**src/rtl/elevator_dispatcher.sv**
```systemverilog
// SCAN-policy request scheduler for one elevator car: latches calls, picks targets, times the door.
// Optional mid-travel retargeting is enabled by defining DISPATCH_RETARGET_EN.
module elevator_dispatcher #(
    parameter int DWELL_CYCLES    = 16,
    parameter int OVERTIME_CYCLES = 64
) (
    input  logic       clk,
    input  logic       reset,
    input  logic [7:0] call,
    input  logic [7:0] cur_floor,
    input  logic       complete,
    input  logic       door_hold,
    output logic [7:0] request_floor,
    output logic       over_time,
    output logic       door_open,
    output logic [7:0] pending,
    output logic       busy,
    output logic       fault
);

    localparam int CW = $clog2(OVERTIME_CYCLES + 1);
    localparam logic [CW-1:0] CNT_MAX   = '1;
    localparam logic [CW-1:0] CNT_ONE   = CW'(1);
    localparam logic [CW-1:0] DWELL_LIM = CW'(DWELL_CYCLES);
    localparam logic [CW-1:0] OT_LIM    = CW'(OVERTIME_CYCLES);

    typedef enum logic [1:0] {
        S_IDLE,
        S_MOVE,
        S_DOOR,
        S_FAULT
    } state_e;

    state_e        state_q, state_d;
    logic [7:0]    request_floor_q, request_floor_d;
    logic [7:0]    pending_q, pending_d;
    logic          sweep_up_q, sweep_up_d;
    logic          door_open_q, door_open_d;
    logic          over_time_q, over_time_d;
    logic          busy_q, busy_d;
    logic          fault_q, fault_d;
    logic [CW-1:0] dwell_q, dwell_d;
    logic [CW-1:0] open_q, open_d;

    function automatic logic [7:0] lowest_bit(input logic [7:0] v);
        return v & (~v + 8'd1);
    endfunction

    function automatic logic [7:0] highest_bit(input logic [7:0] v);
        logic [7:0] r;
        r = '0;
        for (int i = 0; i < 8; i++) begin
            if (v[i]) begin
                r    = '0;
                r[i] = 1'b1;
            end
        end
        return r;
    endfunction

    function automatic logic [CW-1:0] sat_inc(input logic [CW-1:0] v);
        return (v == CNT_MAX) ? v : v + CNT_ONE;
    endfunction

    logic       floor_ok;
    logic [7:0] below_mask, above_mask, pend_above, pend_below;
    logic [7:0] tgt;
    logic       tgt_sweep_up;

    // Floor masks rely on cur_floor being one-hot; when it is not, the fault path overrides everything.
    assign floor_ok   = (cur_floor != 8'd0) && ((cur_floor & (cur_floor - 8'd1)) == 8'd0);
    assign below_mask = cur_floor - 8'd1;
    assign above_mask = ~(below_mask | cur_floor);
    assign pend_above = pending_q & above_mask;
    assign pend_below = pending_q & below_mask;

    always_comb begin
        tgt          = cur_floor;
        tgt_sweep_up = sweep_up_q;
        if ((pending_q & cur_floor) != 8'd0) begin
            tgt = cur_floor;
        end else if (sweep_up_q) begin
            if (pend_above != 8'd0) begin
                tgt = lowest_bit(pend_above);
            end else if (pend_below != 8'd0) begin
                tgt          = highest_bit(pend_below);
                tgt_sweep_up = 1'b0;
            end
        end else begin
            if (pend_below != 8'd0) begin
                tgt = highest_bit(pend_below);
            end else if (pend_above != 8'd0) begin
                tgt          = lowest_bit(pend_above);
                tgt_sweep_up = 1'b1;
            end
        end
    end

`ifdef DISPATCH_RETARGET_EN
    logic [7:0] retarget_win, retarget_tgt;

    // Only floors strictly ahead of the car and short of the current target qualify.
    always_comb begin
        if (sweep_up_q) begin
            retarget_win = pend_above & (request_floor_q - 8'd1);
            retarget_tgt = lowest_bit(retarget_win);
        end else begin
            retarget_win = pend_below & ~(request_floor_q | (request_floor_q - 8'd1));
            retarget_tgt = highest_bit(retarget_win);
        end
    end
`endif

    logic [7:0] call_eff, clr;

    // NOTE: every variable gets a default at the top so no path leaves it unassigned (no latches).
    always_comb begin
        state_d         = state_q;
        request_floor_d = request_floor_q;
        sweep_up_d      = sweep_up_q;
        door_open_d     = 1'b0;
        over_time_d     = 1'b0;
        fault_d         = fault_q;
        dwell_d         = '0;
        open_d          = '0;
        call_eff        = call;
        clr             = 8'd0;

        case (state_q)
            S_IDLE: begin
                request_floor_d = cur_floor;
                if (pending_q != 8'd0) begin
                    state_d         = S_MOVE;
                    request_floor_d = tgt;
                    sweep_up_d      = tgt_sweep_up;
                end
            end
            S_MOVE: begin
                if (complete && (cur_floor == request_floor_q)) begin
                    state_d     = S_DOOR;
                    clr         = cur_floor;
                    dwell_d     = CNT_ONE;
                    open_d      = CNT_ONE;
                    door_open_d = 1'b1;
                end
`ifdef DISPATCH_RETARGET_EN
                else if (retarget_win != 8'd0) begin
                    request_floor_d = retarget_tgt;
                end
`endif
            end
            S_DOOR: begin
                // A repeat call for the open floor is absorbed by keeping the door open longer.
                call_eff    = call & ~cur_floor;
                dwell_d     = sat_inc(dwell_q);
                open_d      = sat_inc(open_q);
                door_open_d = 1'b1;
                over_time_d = (open_d >= OT_LIM);
                if ((call & cur_floor) != 8'd0) begin
                    dwell_d = CNT_ONE;
                end else if ((dwell_q >= DWELL_LIM) && !door_hold) begin
                    dwell_d     = '0;
                    open_d      = '0;
                    door_open_d = 1'b0;
                    over_time_d = 1'b0;
                    if (pending_q != 8'd0) begin
                        state_d         = S_MOVE;
                        request_floor_d = tgt;
                        sweep_up_d      = tgt_sweep_up;
                    end else begin
                        state_d = S_IDLE;
                    end
                end
            end
            default: begin
                state_d = S_FAULT;
            end
        endcase

        if (!floor_ok) begin
            state_d         = S_FAULT;
            request_floor_d = request_floor_q;
            sweep_up_d      = sweep_up_q;
            door_open_d     = 1'b0;
            over_time_d     = 1'b0;
            fault_d         = 1'b1;
            dwell_d         = '0;
            open_d          = '0;
            call_eff        = call;
            clr             = 8'd0;
        end

        pending_d = (pending_q | call_eff) & ~clr;
        busy_d    = (state_d == S_MOVE) || (state_d == S_DOOR);
    end

    // NOTE: sequential state uses non-blocking assignments only, so all flops update together.
    always_ff @(posedge clk) begin
        if (reset) begin
            state_q         <= S_IDLE;
            request_floor_q <= 8'h01;
            pending_q       <= 8'h00;
            sweep_up_q      <= 1'b1;
            door_open_q     <= 1'b0;
            over_time_q     <= 1'b0;
            busy_q          <= 1'b0;
            fault_q         <= 1'b0;
            dwell_q         <= '0;
            open_q          <= '0;
        end else begin
            state_q         <= state_d;
            request_floor_q <= request_floor_d;
            pending_q       <= pending_d;
            sweep_up_q      <= sweep_up_d;
            door_open_q     <= door_open_d;
            over_time_q     <= over_time_d;
            busy_q          <= busy_d;
            fault_q         <= fault_d;
            dwell_q         <= dwell_d;
            open_q          <= open_d;
        end
    end

    assign request_floor = request_floor_q;
    assign pending       = pending_q;
    assign door_open     = door_open_q;
    assign over_time     = over_time_q;
    assign busy          = busy_q;
    assign fault         = fault_q;

endmodule

```
**config.mk**
```make
export PLATFORM = sky130hd
export DESIGN_NAME = elevator_dispatcher
export DESIGN_NICKNAME = d
export VERILOG_FILES = /design/src/rtl/elevator_dispatcher.sv
export SDC_FILE = /design/constraint.sdc
export NUM_CORES = 1
export LEC_CHECK = 0
export ABC_AREA = 1
export CAP_MARGIN = 20
export CORE_MARGIN = 2
export CORE_UTILIZATION = 50
export DETAILED_ROUTE_END_ITERATION = 10
export HOLD_SLACK_MARGIN = 0.15
export MAX_ROUTING_LAYER = met4
export PLACE_DENSITY = 0.77
export SYNTH_ARGS = -nofsm -noshare
export SYNTH_HDL_FRONTEND = slang
export SYNTH_SLANG_ARGS = --single-unit
```
**constraint.sdc**
```tcl
create_clock -name clk -period 5.7 [get_ports clk]
set_clock_uncertainty 0.15 [all_clocks]
set_input_delay 1.14 -clock clk [delete_from_list [all_inputs] [get_ports clk]]
set_output_delay 1.14 -clock clk [all_outputs]
set_load 0.05 [all_outputs]
```
==> results of run 1 <==
[sequential cells by signal (all words and copies together), names as in the netlist]
register / flops
sweep_up_q: 1
open_q: 7
state_q: 2
over_time: 1
fault: 1
busy: 1
dwell_q: 7
door_open: 1
request_floor: 8
pending: 8
[cells by family after synthesis]
group | count (synthesis) | share of synthesized area, %
XOR/XNOR | 3 | 0.937
AND/OR/NAND/NOR | 241 | 38.8
buffers and inverters | 69 | 9.81
adder cells (fa/ha/maj) | 22 | 9.81
flip-flops | 37 | 26.4
AO/OA/AOI/OAI | 66 | 14.2
[layout by cell type, fill, tap and decap left out, types with 4 or more instances in the layout]
cell type | Yosys | routed
a21oi_1 | 27 | 27
clkbuf_8 | 0 | 5
clkdlybuf4s50_1 | 0 | 39
dfxtp_1 | 37 | 37
ha_1 | 22 | 22
inv_1 | 58 | 58
inv_2 | 4 | 4
nand2_1 | 111 | 111
nand2_2 | 10 | 10
nand3_1 | 38 | 38
nand4_1 | 5 | 5
nor2_1 | 41 | 41
nor2_2 | 6 | 6
nor3_1 | 21 | 21
o21ai_0 | 11 | 11
o21ai_1 | 11 | 11
[routing by layer]
layer / part of all wire (%) / wire length, µm / track usage [%] / vias up
li1: - / - / - / 1501
met1: 52 / 3720 / 35.7 / 1312
met2: 41 / 2960 / 36.1 / 108
met3: 6.2 / 448 / 3.07 / 7
met5: 0 / 0 / - / -
met4: 1.2 / 87 / 5.86 / 0
[per-stage QoR]
stage	util (%)	power [W]	hold slack [ps]	cell area (µm²)
floorplan	-	0.000377	300	2810
global placement	59.4	0.000429	332	3250
detailed placement	59.4	0.000428	330	3250
CTS	61.5	0.000660	356	3370
global route	61.5	0.000690	383	3370
finish	61.5	0.000661	357	3370
[worst min-delay path: cells and delay by family (launching register included)]
kind / cells / cell delay [ps]
flops: 1 / 340
compound gates: 1 / 90
buf+inv: 1 / 50
[path summary, 6_finish.rpt]
path / from / endpoint
hold reg to reg: fault$_SDFFE_PP0P_ / fault$_SDFFE_PP0P_
setup reg to reg: state_q[0]$_SDFF_PP0_ / request_floor[0]$_SDFFE_PP1P_
setup / recovery: cur_floor[1] / open_q[5]$_SDFF_PP0_
hold / removal: fault$_SDFFE_PP0P_ / fault$_SDFFE_PP0P_
[power groups by stage]
stage	Clock (W)	Sequential, W	Combinational, W
2_1_floorplan	0	0.000294	0.0000835
3_3_place_gp	0	0.000279	0.000150
3_5_place_dp	0	0.000279	0.000149
4_1_cts	0.000237	0.000273	0.000150
5_1_grt	0.000249	0.000274	0.000167
6_report	0.000236	0.000273	0.000152
[cell type report]
| type | count | share of cell area, % |
|---|---|---|
| clock inverters | 3 | 1.37 |
| clock buffers | 5 | 2.04 |
| flip-flops and latches | 37 | 22.0 |
| well taps | 72 | 2.68 |
| repair buffers | 39 | 11.6 |
| multi-input cells | 332 | 53.1 |
| inverters | 63 | 7.17 |
==> flow_summary.yaml, run 1 <==
floorplanning:
  die_w_um: 78.9
  initial_core_util_pct: 51.3
  rows: 27
  boundaryPins: 40
  dieArea_um2: 6230
  core_area_um2: 5470
  die_height_um: 78.9
global_routing:
  track_usage_pct: 24.4
  grt_pass1_wl_mm: 11.8
  grt_pass1_vias: 2543
  antenna_found_initial: 0
  grt_start_max_net_pins: 14
  grt.overflow.total: 0
power_and_ir_drop:
  seqPwrFrac_pct: 41.3
  switching_share_pct: 32.3
  internal_power_w: 0.000448
  powerDensity_nw_per_um2: 196
  power_switching_w: 0.000214
  combPwrFrac_pct: 23.0
  leakagePower_nw: 1.54
  pwr-share-clk_pct: 35.7
  ir_worst_vdd_uv: 98.1
sta:
  relSlewSlack_pct: 66.6
  rsz0062_at_grt: "false"
  drv_slew: 0
  tightest_slew_ps: 499
  min_period_ps: 3820
  max_freq_ghz: 0.262
  hold_viol_final: 0
  fin_crit_sh_pct: 67.0
  setup_viol: 0
  setup_slack_ps: 1880
  setup_tns_ps: 0
critical_path:
  critPathKind: "in -> reg"
  slowest_stage: "clkdlybuf4s50_1"
  worst_setup_path_start_kind: "input pin"
  crit_cells: 15
  reg2reg_depth: 10
  path_delay_family: "simple AND/OR/NAND/NOR gates"
  max_stage_delay_ps: 530
  cp_max_fo: 11
  arrival_ps: 3900
  endpoint_kind: "register"
  cp.required_ps: 5780
  path_cells: "clkdlybuf4s50_1 -> inv_1 -> ha_1 -> inv_1 -> nor2_2 -> inv_1 -> ha_1 -> or2_4 -> nor3_4 -> nand2_2 -> inv_2 -> nand2_2 -> nor2_2 -> nand2_2 -> a31oi_1"
  r2r_setup_slack_ps: 3540
  cp_num_buf_inv: 5
cts:
  ctsResizeCount: 0
  cts_sinks: 37
  cts_max_level: 2
  clkTransAtPathRegs_ps: 80
  cts_buffers: 5
  cts_buffer_depth: 2
  clock_latency_ps: 300
  cts_hold_buf: 0
  cts-root-buf: "clkbuf_8"
  cts_tree: "built"
  post_cts_buffers: 0
logic_synthesis:
  synth_edf_count: 0
  syn_nets: 480
  async_flop_share_pct: 0
  ys_warn_count: 0
  synth.avg_cell_area_um2: 6.40
  yosysTopAreaCellShare_pct: 26.4
  yosysMostFrequentCell: "nand2_1"
  synth_cells: 438
  synth_top_flop_cell: "dfxtp_1"
  yosys-top-cells-area: "dfxtp_1 26%, nand2_1 15%, ha_1 9.8%, inv_1 7.8%, nand3_1 6.8%"
  ys_seq_elements: 37
  synth_area_um2: 2810
  synthTopCellsByCount: "111 x nand2_1, 58 x inv_1, 41 x nor2_1"
  synth_top_area_cell: "dfxtp_1"
  synth_sequential_area_ratio_pct: 26.4
  synth_cell_types: 37
route:
  dr_total_vias: 2928
  drc: 0
  viasPerCell: 5.31
  drtIter0Drc: 234
  firstDrtPassIters: 6
  drt.antenna.violating_nets: 0
  finalWirelength_mm: 7.21
  wl_per_cell_um: 13.1
cells_and_area:
  layout-drive-gt1-share_pct: 9.19
  nFillCells: 540
  area_growth_pct: 20.0
  stdcell_count: 551
  antenna_cells: 0
  seq_area_um2: 741
  multiInputGateArea_um2: 1790
  nets: 520
place:
  hpwl_mm: 5.78
  portBuffers: 39
  place_congestion: 0.993
  dpl.cell_count: 543
  place_ws_ps: 1560
job:
  cap_violations: 0
worst_hold_path:
  worstHoldPathType: "reg -> reg"
  min_path_cells: 2
status:
  status: "finished, final reports clean"
Note: power is estimated with default switching activity, not from simulation.
==> run 2, diff against run 1 <==
==> constraint.sdc (replaced) <==
create_clock -name clk -period 3.83 [get_ports clk]
set_clock_uncertainty 0.15 [all_clocks]
set_input_delay 0.766 -clock clk [delete_from_list [all_inputs] [get_ports clk]]
set_output_delay 0.766 -clock clk [all_outputs]
set_load 0.05 [all_outputs]
==> flow_summary.yaml, run 2 (synthesis results as in run 1) <==
route:
  drt.antenna.violating_nets: 0
  wl_per_cell_um: 13.8
  dr_total_vias: 3000
  viasPerCell: 5.38
  drtIter0Drc: 211
  drc: 0
  firstDrtPassIters: 6
  finalWirelength_mm: 7.69
power_and_ir_drop:
  powerDensity_nw_per_um2: 285
  combPwrFrac_pct: 24.1
  ir_worst_vdd_uv: 168
  switching_share_pct: 31.7
  power_switching_w: 0.000309
  pwr-share-clk_pct: 34.1
  leakagePower_nw: 1.58
  internal_power_w: 0.000666
  seqPwrFrac_pct: 41.8
cts:
  cts_hold_buf: 0
  clock_latency_ps: 290
  cts_buffer_depth: 2
  cts_max_level: 2
  ctsResizeCount: 0
  cts-root-buf: "clkbuf_8"
  clkTransAtPathRegs_ps: 80
  cts_sinks: 37
  cts_buffers: 5
  cts_tree: "built"
  post_cts_buffers: 0
place:
  place_congestion: 1.02
  dpl.cell_count: 551
  placed_cell_area_um2: 3310
  hpwl_mm: 6.09
  portBuffers: 39
cells_and_area:
  area_growth_pct: 21.8
  stdcell_count: 558
  layout-drive-gt1-share_pct: 10.5
  nets: 528
  antenna_cells: 0
  final_cell_mix: "111 x nand2_1, 58 x inv_1, 41 x nor2_1, 39 x clkdlybuf4s50_1, 38 x nand3_1"
  postLayoutCellArea_um2: 3420
  final_common_cell: "nand2_1"
  nFillCells: 523
floorplanning:
  boundaryPins: 40
  initial_core_util_pct: 51.3
  rows: 27
  die_height_um: 78.9
  die_w_um: 78.9
  core_area_um2: 5470
  dieArea_um2: 6230
sta:
  fin_crit_sh_pct: 86.3
  relSlewSlack_pct: 62.2
  setup_tns_ps: 0
  max_freq_ghz: 0.302
  min_period_ps: 3310
  rsz0062_at_grt: "false"
  tightest_slew_ps: 566
  drv_slew: 0
  setup_viol: 0
  hold_viol_final: 0
global_routing:
  grt_pass1_wl_mm: 13.3
  grt_pass1_vias: 2851
  grt_start_max_net_pins: 13
  track_usage_pct: 27.2
  grt.overflow.total: 0
  antenna_found_initial: 0
status:
  status: "finished, final reports clean"
worst_hold_path:
  worstHoldPathType: "reg -> reg"
critical_path:
  worst_setup_path_start_kind: "input pin"
  critical_path.startpoint: "cur_floor[1]"
  endpoint_kind: "register"
  arrival_ps: 3390
  reg2reg_depth: 8
  cp.required_ps: 3910
  cp_max_fo: 7
  critPathKind: "in -> reg"
  reg2reg_to: "dwell_q[4]$_SDFFE_PP0P_"
  rr_startpoint: "state_q[0]$_SDFF_PP0_"
  r2r_setup_slack_ps: 1600
  endpoint: "request_floor[2]$_SDFFE_PP0P_"
job:
  cap_violations: 0
-- run 2: cell count changes in the layout (fill, tap and decap cells not counted) --
cell	previous run	this run
clkinv_4	2	1
clkinv_2	0	1
buf_4	0	8
clkinvlp_4	1	0
-- run 2: final cells by class --
| class | count | area, µm² | share of cell area (%) |
|---|---|---|---|
| clock inverter | 2 | 35.0 | 1.03 |
| sequential | 37 | 741 | 21.7 |
| multi-input combinational | 332 | 1790 | 52.4 |
| timing repair buffer | 47 | 450 | 13.2 |
| tap | 72 | 90.1 | 2.64 |
| clock buffer | 5 | 68.8 | 2.01 |
| inverter | 63 | 241 | 7.07 |
-- run 2: per-stage QoR --
| stage | hold WS [ps] | total power (W) | worst slack [ps] | utilization, % |
|---|---|---|---|---|
| floorplan | 300 | 0.000562 | 1040 | - |
| global placement | 322 | 0.000644 | 361 | 60.5 |
| detailed placement | 322 | 0.000645 | 294 | 60.5 |
| CTS | 348 | 0.000980 | 591 | 62.4 |
| global route | 382 | 0.00102 | 269 | 62.4 |
| finish | 342 | 0.000974 | 523 | 62.4 |
-- run 2: metal layers --
metal / vias up / part of all wire [%] / routed length, µm / GRT usage, %
li1: 1514 / - / - / -
met1: 1320 / 47 / 3640 / 37.9
met2: 147 / 43 / 3310 / 40.9
met3: 19 / 7.1 / 547 / 4.55
met4: 0 / 2.5 / 192 / 7.93
met5: - / 0 / 0 / -
-- run 2: worst min path at each step --
stage                            startpoint                       to  slack [ps]  cells past startpoint
floorplan           sweep_up_q$_SDFFE_PP1P_  sweep_up_q$_SDFFE_PP1P_         300                      2
global placement         fault$_SDFFE_PP0P_       fault$_SDFFE_PP0P_         320                      2
detailed placement       fault$_SDFFE_PP0P_       fault$_SDFFE_PP0P_         320                      2
CTS                      fault$_SDFFE_PP0P_       fault$_SDFFE_PP0P_         350                      2
global route        sweep_up_q$_SDFFE_PP1P_  sweep_up_q$_SDFFE_PP1P_         380                      2
finish                   fault$_SDFFE_PP0P_       fault$_SDFFE_PP0P_         340                      2
-- run 2: power by group through the flow --
stage               Combinational [W]  Clock [W]  Sequential (W)
finish                       0.000235   0.000332        0.000407
global route                 0.000258   0.000357        0.000409
CTS                          0.000231   0.000343        0.000407
detailed placement           0.000229          0        0.000416
global placement             0.000229          0        0.000415
floorplan                    0.000124          0        0.000437
-- run 2: critical path, cell delays in order --
cell	delay [ps]
clkdlybuf4s50_1	420
inv_1	170
ha_1	170
inv_1	70
nor2_2	180
nand2_1	100
ha_1	280
nand2_1	100
nand2_1	120
nor2_2	240
nand2_2	150
nand2_2	120
nand2_1	100
o21ai_0	200
nand2_1	70
a21oi_1	130
==> patch: new RTL, settings of run 1 <==
Add a define of `DISPATCH_RETARGET_EN`.
--- a/src/rtl/elevator_dispatcher.sv
+++ b/src/rtl/elevator_dispatcher.sv
@@ -1,4 +1,6 @@
 // SCAN-policy request scheduler for one elevator car: latches calls, picks targets, times the door.
 // Optional mid-travel retargeting is enabled by defining DISPATCH_RETARGET_EN.
+`define DISPATCH_RETARGET_EN
+
 module elevator_dispatcher #(
     parameter int DWELL_CYCLES    = 16,
Formal check against the unedited RTL: not equivalent (a bounded check fails within 4 cycles, from zero or initial values and one cycle with reset high).
==> patch against run 1 <==
Synthesized area grew 31%; sequential cell count unchanged; combinational power up 38%; power is 10% higher; largest cell class unchanged; wire length increased by 51%; worst setup slack lost 0.22 ns; register-to-register slack worse by 0.39 ns; core utilization decreased by 2.7 points; clock power is 5% higher; first-iteration DRC count increased by 44%; sequential power hardly changed; critical path type unchanged; design area rose by 25%.
==> patch: results (changes against run 1) <==
| Metric | Value |
|---|---|
| Pre-CTS worst setup slack | 1.43 ns (-0.127 ns) |
| Post-route insts no fill | 730 (+32%) |
| Drt first pass iters | 5 (-1) |
| Met3 Use GR | 0.0469 (+0.0163) |
| Placed Area | 0.00410 mm² (+26%) |
| P_int | 463 µW (+3.5%) |
| PwrDens | 173 mW/mm² (-12%) |
| P_comb | 210 µW (+38%) |
| Peak VDD IR | 0.144 mV (+46%) |
| Metal2 WL | 4850 µm (+64%) |
| Gate Count Post-Synth | 596 (+36%) |
| First-pass GRT wire length | 17,800 µm (+51%) |
| Routed wl met3 | 802 µm (+79%) |
| Worst path max stage delay | 0.61 ns (+0.08 ns) |
| Layout cell share with drive strength beyond 1 | 0.124 (+0.0318) |
| Distinct cells, synth | 45 (+22%) |
| Pleak | 2.00 nW (+29%) |
| Slew headroom | 0.659 (-0.00696) |
| Crit Path Max Fanout | 8 (-3) |
| Vias in the first global route | 3,657 (+44%) |
| Critical Path AT | 4.07 ns (+0.17 ns) |
| Dpl hpwl | 8730 µm (+51%) |
| Largest net degree at the start of global routing | 17 (+3) |
| Area contributors post-synth | dfxtp_1 20%, nand2_1 16%, ha_1 11% |
| Outcome | complete, no violations |
| Gr usage total | 0.280 (+0.0360) |
| Worst path slowest cell | clkdlybuf4s50_1 |
| Vias | 3,935 (+34%) |
| DRT met1 WL | 4950 µm (+33%) |
| Dpl cells | 722 (+33%) |
| Final WL | 10,900 µm (+51%) |
| Seq/Total Area, Yosys | 0.201 (-0.0628) |
| Drt initial violations | 338 (+44%) |
| Final nets | 681 (+31%) |
| Clock power frac | 0.338 (-0.019) |
| Number of buffers inserted during clock tree synthesis | 5 (unchanged) |
| Post-Syn Nets | 647 (+35%) |
| Clock buffer depth | 2 (unchanged) |
patch: worst paths after layout:
kind / from / end / slack [ns] / cells after the start
setup / recovery: cur_floor[1] / request_floor[4] / 1.66 / 18
hold / removal: dwell_q[3] / dwell_q[3] / 0.33 / 2
setup reg to reg: request_floor[1] / request_floor[3] / 3.15 / 15
hold reg to reg: dwell_q[3] / dwell_q[3] / 0.33 / 2
patch: cell type report:
cell class | count | area [µm²]
Timing Repair Buffer | 39 | 390
Clock inverter | 3 | 46.3
Tap cell | 99 | 124
Multi-Input combinational cell | 453 | 2480
Fill cell | 738 | 2960
Sequential cell | 37 | 741
Inverter | 94 | 363
Clock buffer | 5 | 68.8
patch: cells by family (layout without fill, tap and decap cells):
group | after synthesis | after routing | share of synthesized area
XOR/XNOR | 3 | 3 | 0.00714
buffers and inverters | 106 | 141 | 0.124
adder cells (fa/ha/maj) | 31 | 31 | 0.105
AND/OR/NAND/NOR | 338 | 338 | 0.434
AO/OA/AOI/OAI | 81 | 81 | 0.129
flip-flops | 37 | 37 | 0.201
